<file path="src/rtl/lpf_mac_sched_pkg.sv">
// ============================================================================
// Module      : lpf_pkg
// Description : Shared constants, tap coefficients and scheduler state
//               encoding for the time-multiplexed low-pass filter.
// Revision    : 1.0 - initial release
// ============================================================================
`default_nettype none

package lpf_pkg;

    localparam int LPF_NTAPS = 72;
    localparam int LPF_TAP_W = 8;

    typedef enum logic [1:0] {
        IDLE = 2'd0,
        MAC  = 2'd1,
        WRAP = 2'd2
    } lpf_sched_state_t;

    // Symmetric boxcar-style kernel; taps 0..70 sum to 883 (< 1024), so a
    // 10-bit guard on the accumulator can never overflow.
    localparam logic [LPF_TAP_W-1:0] LPF_COEF [0:LPF_NTAPS-1] = '{
        8'h51,
        8'h07, 8'h08, 8'h08, 8'h08, 8'h08, 8'h09, 8'h09, 8'h09, 8'h09,
        8'h0A, 8'h0A, 8'h0A, 8'h0A, 8'h0B, 8'h0B, 8'h0B, 8'h0B, 8'h0C,
        8'h0C, 8'h0C, 8'h0D, 8'h0D, 8'h0D, 8'h0D, 8'h0E, 8'h0E, 8'h0E,
        8'h0E, 8'h0E, 8'h0E, 8'h0E, 8'h0E, 8'h0E, 8'h0E, 8'h0E,
        8'h0E, 8'h0E, 8'h0E, 8'h0E, 8'h0E, 8'h0E, 8'h0E, 8'h0E,
        8'h0E, 8'h0E, 8'h0E, 8'h0D, 8'h0D, 8'h0D, 8'h0D, 8'h0C, 8'h0C,
        8'h0C, 8'h0B, 8'h0B, 8'h0B, 8'h0B, 8'h0A, 8'h0A, 8'h0A, 8'h0A,
        8'h09, 8'h09, 8'h09, 8'h09, 8'h08, 8'h08, 8'h08, 8'h08, 8'h07,
        8'h51
    };

    function automatic logic [LPF_TAP_W-1:0] lpf_coef(input logic [6:0] idx);
        return (idx < 7'(LPF_NTAPS)) ? LPF_COEF[idx] : '0;
    endfunction

endpackage

`default_nettype wire

</file>
<file path="src/rtl/lpf_mac_sched_if.sv">
// ============================================================================
// Module      : lpf_mac_sched_if
// Description : Sample/control bundle of the shared-MAC filter scheduler.
//               OVR/OVR_CLR exist only when LPF_SCHED_OVR_EN is defined.
// Revision    : 1.0 - initial release
// ============================================================================
`default_nettype none

interface lpf_mac_sched_if #(
    parameter int MSB = 15,
    parameter int NCH = 2
);
    logic                     CE;
    logic                     ENABLE;
    logic [NCH*(MSB+1)-1:0]   IDATA;
    logic [NCH*(MSB+1)-1:0]   ODATA;
    logic                     OVALID;
    logic                     BUSY;
`ifdef LPF_SCHED_OVR_EN
    logic                     OVR;
    logic                     OVR_CLR;

    modport master (output CE, ENABLE, IDATA, OVR_CLR,
                    input  ODATA, OVALID, BUSY, OVR);
    modport slave  (input  CE, ENABLE, IDATA, OVR_CLR,
                    output ODATA, OVALID, BUSY, OVR);
`else
    modport master (output CE, ENABLE, IDATA,
                    input  ODATA, OVALID, BUSY);
    modport slave  (input  CE, ENABLE, IDATA,
                    output ODATA, OVALID, BUSY);
`endif
endinterface

`default_nettype wire

</file>
<file path="src/rtl/lpf_mac_sched_tap_rom.sv">
// ============================================================================
// Module      : lpf_tap_rom
// Description : Combinational 72x8 tap coefficient lookup shared by all
//               channels of the filter scheduler.
// Revision    : 1.0 - initial release
// ============================================================================
`default_nettype none

module lpf_tap_rom
    import lpf_pkg::*;
(
    input  wire logic [6:0]           i_tap,
    output logic      [LPF_TAP_W-1:0] o_coef
);

    always_comb begin
        o_coef = lpf_coef(i_tap);
    end

endmodule

`default_nettype wire

</file>
<file path="src/rtl/lpf_mac_sched.sv">
// ============================================================================
// Module      : lpf_mac_sched
// Description : One tap ROM + one MAC time-shared across NCH channels; each
//               CE steps every channel through the current tap.
//               Optional sticky overrun flag: LPF_SCHED_OVR_EN.
// Revision    : 1.0 - initial release
// ============================================================================
`default_nettype none

module lpf_mac_sched
    import lpf_pkg::*;
#(
    parameter int MSB = 15,
    parameter int NCH = 2
)(
    input wire logic        CLK,
    input wire logic        RESET,
    lpf_mac_sched_if.slave  bus
);

    localparam int c_sw = MSB + 1;
    localparam int c_pw = MSB + 9;
    localparam int c_aw = MSB + 11;
    localparam int c_cw = (NCH > 1) ? $clog2(NCH) : 1;

    localparam logic [1:0]      c_st_idle  = IDLE;
    localparam logic [1:0]      c_st_mac   = MAC;
    localparam logic [1:0]      c_st_wrap  = WRAP;
    localparam logic [c_cw-1:0] c_last_ch  = c_cw'(NCH - 1);
    localparam logic [6:0]      c_last_tap = 7'(LPF_NTAPS - 1);

    logic [1:0]           r_state;
    logic [6:0]           r_tap;
    logic [c_cw-1:0]      r_ch;
    logic                 r_ovalid;
    logic [c_sw-1:0]      r_smp [NCH];
    logic [c_aw-1:0]      r_acc [NCH];
    logic [c_sw-1:0]      r_out [NCH];

    logic [LPF_TAP_W-1:0] w_coef;
    logic [c_sw-1:0]      w_smp_sel;
    logic [c_pw-1:0]      w_prod;

    lpf_tap_rom u_rom (
        .i_tap  (r_tap),
        .o_coef (w_coef)
    );

    always_comb begin
        w_smp_sel = '0;
        for (int c = 0; c < NCH; c++) begin
            if (r_ch == c_cw'(c)) begin
                w_smp_sel = r_smp[c];
            end
        end
        w_prod = c_pw'(w_coef) * c_pw'(w_smp_sel);
    end

    always_ff @(posedge CLK or posedge RESET) begin
        if (RESET) begin
            r_state  <= c_st_idle;
            r_tap    <= '0;
            r_ch     <= '0;
            r_ovalid <= 1'b0;
        end else begin
            r_ovalid <= 1'b0;
            case (r_state)
                c_st_idle: begin
                    if (bus.CE) begin
                        if (r_tap == c_last_tap) begin
                            r_state <= c_st_wrap;
                        end else begin
                            r_ch    <= '0;
                            r_state <= c_st_mac;
                        end
                    end
                end
                c_st_mac: begin
                    if (r_ch == c_last_ch) begin
                        r_tap   <= r_tap + 7'd1;
                        r_state <= c_st_idle;
                    end else begin
                        r_ch <= r_ch + c_cw'(1);
                    end
                end
                c_st_wrap: begin
                    r_tap    <= '0;
                    r_ovalid <= 1'b1;
                    r_state  <= c_st_idle;
                end
                default: r_state <= c_st_idle;
            endcase
        end
    end

    // Last ROM entry is never multiplied: the wrap cycle dumps taps 0..70.
    always_ff @(posedge CLK or posedge RESET) begin
        if (RESET) begin
            for (int c = 0; c < NCH; c++) begin
                r_smp[c] <= '0;
                r_acc[c] <= '0;
                r_out[c] <= '0;
            end
        end else begin
            for (int c = 0; c < NCH; c++) begin
                if (r_state == c_st_idle && bus.CE) begin
                    r_smp[c] <= bus.IDATA[c*c_sw +: c_sw];
                end
                if (r_state == c_st_mac && r_ch == c_cw'(c)) begin
                    r_acc[c] <= r_acc[c] + c_aw'(w_prod);
                end else if (r_state == c_st_wrap) begin
                    r_out[c] <= r_acc[c][MSB+10:10];
                    r_acc[c] <= '0;
                end
            end
        end
    end

    generate
        for (genvar c = 0; c < NCH; c++) begin : g_lane
            assign bus.ODATA[c*c_sw +: c_sw] = bus.ENABLE ? r_out[c]
                                                          : bus.IDATA[c*c_sw +: c_sw];
        end
    endgenerate

    assign bus.BUSY   = (r_state != c_st_idle);
    assign bus.OVALID = r_ovalid;

`ifdef LPF_SCHED_OVR_EN
    logic w_drop;
    logic r_ovr;

    assign w_drop = bus.CE && (r_state != c_st_idle);

    // A new overrun outranks a simultaneous clear.
    always_ff @(posedge CLK or posedge RESET) begin
        if (RESET) begin
            r_ovr <= 1'b0;
        end else if (w_drop) begin
            r_ovr <= 1'b1;
        end else if (bus.OVR_CLR) begin
            r_ovr <= 1'b0;
        end
    end

    assign bus.OVR = r_ovr;
`endif

endmodule

`default_nettype wire

</file>
<file path="src/flat_wrapper.sv">
// flat-port wrapper written by rule: the top's interface ports become plain ports
module lpf_mac_sched_flat import lpf_pkg::*;
#(
    parameter int MSB = 15,
    parameter int NCH = 2
)
  (CLK, RESET, bus_CE, bus_ENABLE, bus_IDATA, bus_ODATA, bus_OVALID, bus_BUSY);
  lpf_mac_sched_if #(.MSB(MSB), .NCH(NCH)) bus_i ();
  input wire logic CLK;
  input wire logic RESET;
  input wire logic [$bits(bus_i.CE)-1:0] bus_CE;
  input wire logic [$bits(bus_i.ENABLE)-1:0] bus_ENABLE;
  input wire logic [$bits(bus_i.IDATA)-1:0] bus_IDATA;
  output wire logic [$bits(bus_i.ODATA)-1:0] bus_ODATA;
  output wire logic [$bits(bus_i.OVALID)-1:0] bus_OVALID;
  output wire logic [$bits(bus_i.BUSY)-1:0] bus_BUSY;
  assign bus_i.CE = bus_CE;
  assign bus_i.ENABLE = bus_ENABLE;
  assign bus_i.IDATA = bus_IDATA;
  assign bus_ODATA = bus_i.ODATA;
  assign bus_OVALID = bus_i.OVALID;
  assign bus_BUSY = bus_i.BUSY;
  lpf_mac_sched #(.MSB(MSB), .NCH(NCH)) u_core (.CLK(CLK), .RESET(RESET), .bus(bus_i));
endmodule
</file>
<file path="config.mk">
export PLATFORM = sky130hd
export DESIGN_NAME = lpf_mac_sched_flat
export DESIGN_NICKNAME = d
export VERILOG_FILES = /design/src/rtl/lpf_mac_sched_pkg.sv /design/src/rtl/lpf_mac_sched_if.sv /design/src/rtl/lpf_mac_sched_tap_rom.sv /design/src/rtl/lpf_mac_sched.sv /design/src/flat_wrapper.sv
export SDC_FILE = /design/constraint.sdc
export NUM_CORES = 1
export LEC_CHECK = 0
export ABC_CLOCK_PERIOD_IN_PS = 9300
export CORE_MARGIN = 5
export CORE_UTILIZATION = 48
export CTS_CLUSTER_DIAMETER = 100
export CTS_CLUSTER_SIZE = 10
export DETAILED_ROUTE_END_ITERATION = 8
export PLACE_DENSITY = 0.67
export SLEW_MARGIN = 20
export SYNTH_ARGS = -nofsm -noshare
export SYNTH_HDL_FRONTEND = slang
export SYNTH_SLANG_ARGS = --single-unit
</file>
<file path="constraint.sdc">
create_clock -name CLK -period 9.3 [get_ports CLK]
set_clock_uncertainty 0.1 [all_clocks]
set_input_delay 2.79 -clock CLK [delete_from_list [all_inputs] [get_ports CLK]]
set_output_delay 2.79 -clock CLK [all_outputs]
set_load 0.05 [all_outputs]
</file>
# Word level (Yosys, flattened, before mapping)
# Memories as Yosys holds them, arrays and structs flattened.
# Index checks and enable logic that the tools add are counted.
# totals
latchBits	0
rom_bits	1024
mem_count	1
output_inout_bits	34
input_bits	36
ram_bits	0
word_cells	62
regBits	127
# mem_list
name	words	width	read_ports	rd_clocked_by_memory_dff	wr	line_no	text
(no name shown)	128	8	1	0	0	lpf_mac_sched_pkg.sv:36	return (idx < 7'(LPF_NTAPS)) ? LPF_COEF[idx] : '0;
# classes
bitwise_logic	4
n_lt_le_gt_ge	2
div_mod_pow	0
mul	1
n_eq_ne	6
shift	0
n_mux	20
addsub	4
reduce_logical	14
# op_table
operator	count
26-bit 2-to-1 mux	3
26-bit by 24-bit adder with 26-bit output	2
16-bit 2-to-1 mux	3
8-bit by 16-bit multiplier with 24-bit output	1
8-bit 2-to-1 mux	3
7-bit one-hot mux with 2 select lines	1
2-bit nonzero test	5
8-bit greater-or-equal comparator (second input constant)	1
7-bit inverter with 8-bit output	1
2-bit AND reduction	4
7-bit by 1-bit adder with 7-bit output (second input constant)	1
7-bit equality test (second input constant)	1
7-bit < comparator (second input constant)	1
7-bit 2-to-1 mux	1
2-bit 2-to-1 mux	3
1-bit 2-to-1 mux	4
2-bit inequality test (second input constant)	2
2-bit one-hot mux with 2 select lines	1
1-bit logical AND	3
1-bit inverter	3
3-bit AND reduction	1
2-bit by 1-bit equality test with 1-bit output (second input constant)	1
2-bit equality test (second input constant)	1
2-bit zero test	1
other kinds (3)	3

# Depth between registers and ports, before layout
# logic_depth
depth_word	8
mapped_depth	33

# Cells and area by module
# A second synthesis with hierarchy kept.
# unflattened
cells_unflattened	1368
hier_area_um2	12329.3
# by_module_without_submodules
module	seq_area_each_um2	instances	cells_per_inst	area_each_um2
lpf_mac_sched	3178.0	1	1312	11962.7
lpf_tap_rom	0.0	1	56	366.6

# Least setup slack after synthesis
# No wires, ideal clock.
# synth_path
path_kind	reg-to-reg
start	register u_core.r_ch
end	register u_core.r_acc[25] in the netlist's numbering
stages_incl_launch_ff	28
setup_time_ns	0.120
arrival_time_ns	6.785
path_slack_ns	2.294
period_less_slack_ns	7.006
path_cell_list	dfrtp_1 > clkbuf_1 > clkbuf_1 > mux2i_1 > nor2_1 > fa_1 > fa_1 > fa_1 > inv_1 > fa_1 > inv_1 > ha_1 > clkbuf_1 > a21o_1 > a211oi_1 > o21ai_0 > a21o_1 > a21oi_1 > xnor2_1 > ha_1 > buf_2 > a21o_1 > a21o_1 > a21oi_1 > a2111o_1 > a31oi_1 > nand4_1 > a41o_1
# synth_between
elab_chain_cells	4
elab_cells_between_ends	6
cone_classes	add/sub: 1; mul: 1; mux: 2; reduce/logical: 2
# synth_rtl
element	line_no	text
start: declaration	lpf_mac_sched.sv:34	logic [c_cw-1:0] r_ch;
start signal: assignment	lpf_mac_sched.sv:83	r_ch <= r_ch + c_cw'(1);
16-bit 2-to-1 mux	lpf_mac_sched.sv:52	if (r_ch == c_cw'(c)) begin
8-bit by 16-bit multiplier with 24-bit output	lpf_mac_sched.sv:56	w_prod = c_pw'(w_coef) * c_pw'(w_smp_sel);
26-bit by 24-bit adder with 26-bit output	lpf_mac_sched.sv:110	r_acc[c] <= r_acc[c] + c_aw'(w_prod);
26-bit 2-to-1 mux	lpf_mac_sched.sv:109	if (r_state == c_st_mac && r_ch == c_cw'(c)) begin
end signal: indexed assignment	lpf_mac_sched.sv:110	
end: declaration	lpf_mac_sched.sv:37	logic [c_aw-1:0] r_acc [NCH];
# Several ways; a longest one is shown, not always the timed one.
# A chain may end at the register's enable or synchronous reset.

# Final worst setup path
# layout_path
start	register u_core.r_tap[2]
end	register u_core.r_acc[51] in the netlist's numbering
# layout_between
elab_chain_cells	8
elab_cells_between_ends	9
cone_classes	add/sub: 1; mul: 1; order compare: 1; mux: 4; bitwise: 1; memory: 1
# layout_rtl
element	line_no	text
start: declaration	lpf_mac_sched.sv:33	logic [6:0] r_tap;
start signal: assignment	lpf_mac_sched.sv:80	r_tap <= r_tap + 7'd1;
7-bit inverter with 8-bit output (not written as such)	lpf_mac_sched_pkg.sv:36	
memory 128 x 8 bit	-	
8-bit 2-to-1 mux (not written as such) (2 in a row)	lpf_mac_sched_pkg.sv:36	
8-bit 2-to-1 mux (*)	lpf_mac_sched_pkg.sv:36	
8-bit by 16-bit multiplier with 24-bit output (*)	lpf_mac_sched.sv:56	
26-bit by 24-bit adder with 26-bit output (*)	lpf_mac_sched.sv:110	
26-bit 2-to-1 mux (*)	lpf_mac_sched.sv:109	
# Every way passes the cells marked *; elsewhere a longest branch is shown, timed or not. The select of a mux whose other input is x is not followed.

==> run summary <==
## Run status
* complete, no violations — outcome

## Placed design
* 0.8752 — routability cong.
* 21120 um — total half-perimeter wirelength after legalization and detailed placement
* 1565 — placed cell count
* 69 — number of port buffers
* 1357 ps — setup slack after placement

## Yosys
* 100.0% — Async SR Flop Fraction
* 8.878 um2 — post-synthesis area per instance
* 1251 — cell count after synthesis
* 28.61% — portion of the post-synthesis area used by sequential elements
* 0 — yosys warns
* 0 — EDFF count, synth
* 1454 — syn_nets
* 59 — Netlist cell types
* 11110 um2 — total standard cell area after synthesis
* sky130_fd_sc_hd__dfrtp_1 — Synth Flop Type
* 127 — flops & latches, synth

## STA
* 8105 ps — final critical-path required period
* 1195 ps — post-route setup slack
* 0 — final-report max-slew violation count
* false — unrepaired setup endpoints after global routing
* 0 — final hold violation count
* 32.11% — Slew HR
* 123.4 MHz — Highest Clock Rate
* 368.4 ps — Fin Hold WS
* 1018 ps — transition at the pin with the smallest max-transition slack
* 87.15% — final clock period utilization by the worst path
* 0 — # setup viols final
* 0 ps — total negative slack for setup checks

## Cells and area
* 1502 — total number of nets in the final design
* 9.230% — layout cell share with drive strength beyond 1
* 1596 — final non-filler cell total
* 2076 — filler instances
* 3178 um2 — total area of sequential cells
* sky130_fd_sc_hd__nand2_1 — most frequent standard cell in the layout excluding fill and tap cells
* sky130_fd_sc_hd__nand2_1, sky130_fd_sc_hd__dfrtp_1, sky130_fd_sc_hd__nor2_1 — highest-count cells in the layout ignoring fill and taps
* 0 — Antenna Cells
* 7321 um2 — multi-input logic area
* 14.51% — area grow syn2layout

## Hold path
* 2 — cell count of the worst hold path
* u_core.r_out[21]$_DFFE_PP0P_ — worst min-delay path endpoint
* reg -> reg — kind of path behind the tightest hold check
* u_core.r_out[21]$_DFFE_PP0P_ — worst min-delay path startpoint

## Setup path
* 800 ps — delay of the slowest critical-path stage
* 9540 ps — worst endpoint required time
* 8340 ps — arrival time reported for the critical path endpoint
* sky130_fd_sc_hd__ha_1 — critical path's most frequent cell
* u_core.r_acc[51]$_DFFE_PP0P_ — terminus of the critical flop-to-flop path
* 8 — critical path fanouts, max
* sky130_fd_sc_hd__a21oi_1 — Critical Path Slowest Stage Cell
* 28 — R2R cell count
* register — Setup crit end kind
* 1190 ps — Reg2Reg Setup Slack
* register — element type at the critical path start
* u_core.r_tap[2]$_DFFE_PP0P_ — worst r2r src
* reg -> reg — critical path start-end classification

## Global routing
* 0 — number of antenna violations at the first check in global routing
* 74 — pin count of the biggest net entering global routing
* 45640 um — first-pass GRT wire length
* 0 — remaining global-route overflow
* 8769 — via count of the first global-routing pass
* 21.45% — GRT Total Usage

## CTS
* 127 — CTS Sinks
* yes — CTS tree
* 0 — count of hold-fix buffers inserted at cts
* 2 — number of buffers between clock root and the deepest sink
* 0 — post-CTS setup buffers
* 4 — H-tree depth
* 0 — CTS-repair resized insts
* 70 ps — Reg clk slew, reported paths
* sky130_fd_sc_hd__clkbuf_16 — Clock Root Buffer
* 430 ps — Skew-Pair Late Insertion Delay
* 17 — clock buffer count from CTS

## Drt
* 17.27 um — Wirelength per Cell
* 27560 um — Total Wirelength
* 0 — DRC violation count after routing
* 509 — Iter 0 DRT Violations
* 8907 — vias after detailed routing
* 5 — Pre-Repair DR Iteration Count
* 5.581 — vias per cell
* 0 — Routed Antenna Nets

## Die
* 26280 um2 — total die area
* 70 — I/O pin total
* 162.1 um — Die Height
* 48.91% — starting density of the core
* 162.1 um — Die Wd
* 55 — number of placement rows
* 22710 um2 — Core ar.

## Job
* 0 — max-cap violations

## metal layers
metal  track usage [%]  up-vias  wire length (um)
li1                  -     4393                 -
met1             31.27     4334             13620
met2             34.34      151             12770
met4             5.037        0               378
met3             2.588       29               795
met5                 0        -                 0
## cells in the mapped netlist (2+ instances only)
library cell / instances / area share [%]
sky130_fd_sc_hd__mux2i_1: 24 / 2.2
sky130_fd_sc_hd__o21ai_1: 3 / 0.14
sky130_fd_sc_hd__a31oi_1: 15 / 0.84
sky130_fd_sc_hd__nand3_1: 60 / 2.7
sky130_fd_sc_hd__buf_2: 3 / 0.14
sky130_fd_sc_hd__nand2b_1: 11 / 0.62
sky130_fd_sc_hd__clkbuf_1: 42 / 1.4
sky130_fd_sc_hd__buf_1: 7 / 0.24
sky130_fd_sc_hd__o21ai_0: 77 / 3.5
sky130_fd_sc_hd__mux2_2: 64 / 6.5
sky130_fd_sc_hd__o311ai_0: 4 / 0.32
sky130_fd_sc_hd__a41oi_1: 2 / 0.16
sky130_fd_sc_hd__or2_2: 4 / 0.23
sky130_fd_sc_hd__o21a_1: 8 / 0.54
sky130_fd_sc_hd__xnor2_1: 27 / 2.1
sky130_fd_sc_hd__xor2_1: 28 / 2.2
sky130_fd_sc_hd__nor3_1: 8 / 0.36
sky130_fd_sc_hd__a21oi_1: 67 / 3.0
sky130_fd_sc_hd__and2_1: 3 / 0.17
sky130_fd_sc_hd__a221oi_1: 3 / 0.24
sky130_fd_sc_hd__or3_1: 2 / 0.11
sky130_fd_sc_hd__fa_1: 57 / 10
sky130_fd_sc_hd__o22ai_1: 2 / 0.11
sky130_fd_sc_hd__nor2_1: 114 / 3.9
sky130_fd_sc_hd__o21bai_1: 6 / 0.41
sky130_fd_sc_hd__nor2b_1: 9 / 0.51
sky130_fd_sc_hd__and3_1: 9 / 0.51
sky130_fd_sc_hd__o211ai_1: 4 / 0.27
sky130_fd_sc_hd__a21boi_0: 4 / 0.27
sky130_fd_sc_hd__nand2_1: 146 / 4.9
sky130_fd_sc_hd__a2111o_1: 2 / 0.20
sky130_fd_sc_hd__nand4_1: 15 / 0.84
sky130_fd_sc_hd__a211oi_1: 10 / 0.68
sky130_fd_sc_hd__inv_1: 113 / 3.8
sky130_fd_sc_hd__ha_1: 110 / 12
sky130_fd_sc_hd__nor3b_1: 6 / 0.41
sky130_fd_sc_hd__a21o_1: 26 / 1.8
sky130_fd_sc_hd__o31ai_1: 9 / 0.61
sky130_fd_sc_hd__dfrtp_1: 127 / 29
## sequential cells by signal, summed over array words and instances, names as in the netlist
name and flops:
u_core.r_smp 32, u_core.r_state 2, u_core.bus.OVALID 1, u_core.r_acc 52
u_core.r_ch 1, u_core.r_out 32, u_core.r_tap 7
## worst max-delay path by stage
stage	start	to	cells after the start
global placement	u_core.r_tap[2]$_DFFE_PP0P_	u_core.r_acc[25]$_DFFE_PP0P_	31
global route	u_core.r_tap[2]$_DFFE_PP0P_	u_core.r_acc[22]$_DFFE_PP0P_	30
CTS	u_core.r_tap[2]$_DFFE_PP0P_	u_core.r_acc[51]$_DFFE_PP0P_	28
detailed placement	u_core.r_tap[2]$_DFFE_PP0P_	u_core.r_acc[51]$_DFFE_PP0P_	28
floorplan	u_core.r_ch$_DFFE_PP0P_	u_core.r_acc[25]$_DFFE_PP0P_	27
finish	u_core.r_tap[2]$_DFFE_PP0P_	u_core.r_acc[51]$_DFFE_PP0P_	28
## stage by stage
stage	utilization (%)	cell area [um2]
floorplan	-	11110
global placement	53.12	12060
detailed placement	53.12	12060
CTS	56.01	12720
global route	56.01	12720
finish	56.01	12720
## kinds of logic after synthesis
group | count (synthesis) | synth area share [%]
and+or+nand+nor | 390 | 15.47
muxes | 88 | 8.652
AOI/OAI and AO/OA | 259 | 14.66
adders and majority gates | 167 | 22.67
DFF | 127 | 28.61
buffers and inverters | 165 | 5.610
xor gates and xnor gates | 55 | 4.337
## worst max-delay path: cells and delay by family, from the launching register on
family,cells,cell delay [ps]
mux,1,210
simple gates,3,210
compound gates,13,3760
fa+ha+maj,7,2700
buf+inv,4,560
flops,1,470
## final cells by class
cell class	instances	share of cell area, %
Timing Repair Buffer	81	6.139
Tap cell	285	2.804
Inverter	113	3.355
Sequential cell	127	24.99
Clock buffer	17	3.345
Multi-Input combinational cell	959	57.56
Clock inverter	14	1.810
Power is left out: the tool's default activity adds up to more than one toggle a clock period on the data nets, which glitch-free logic cannot reach.
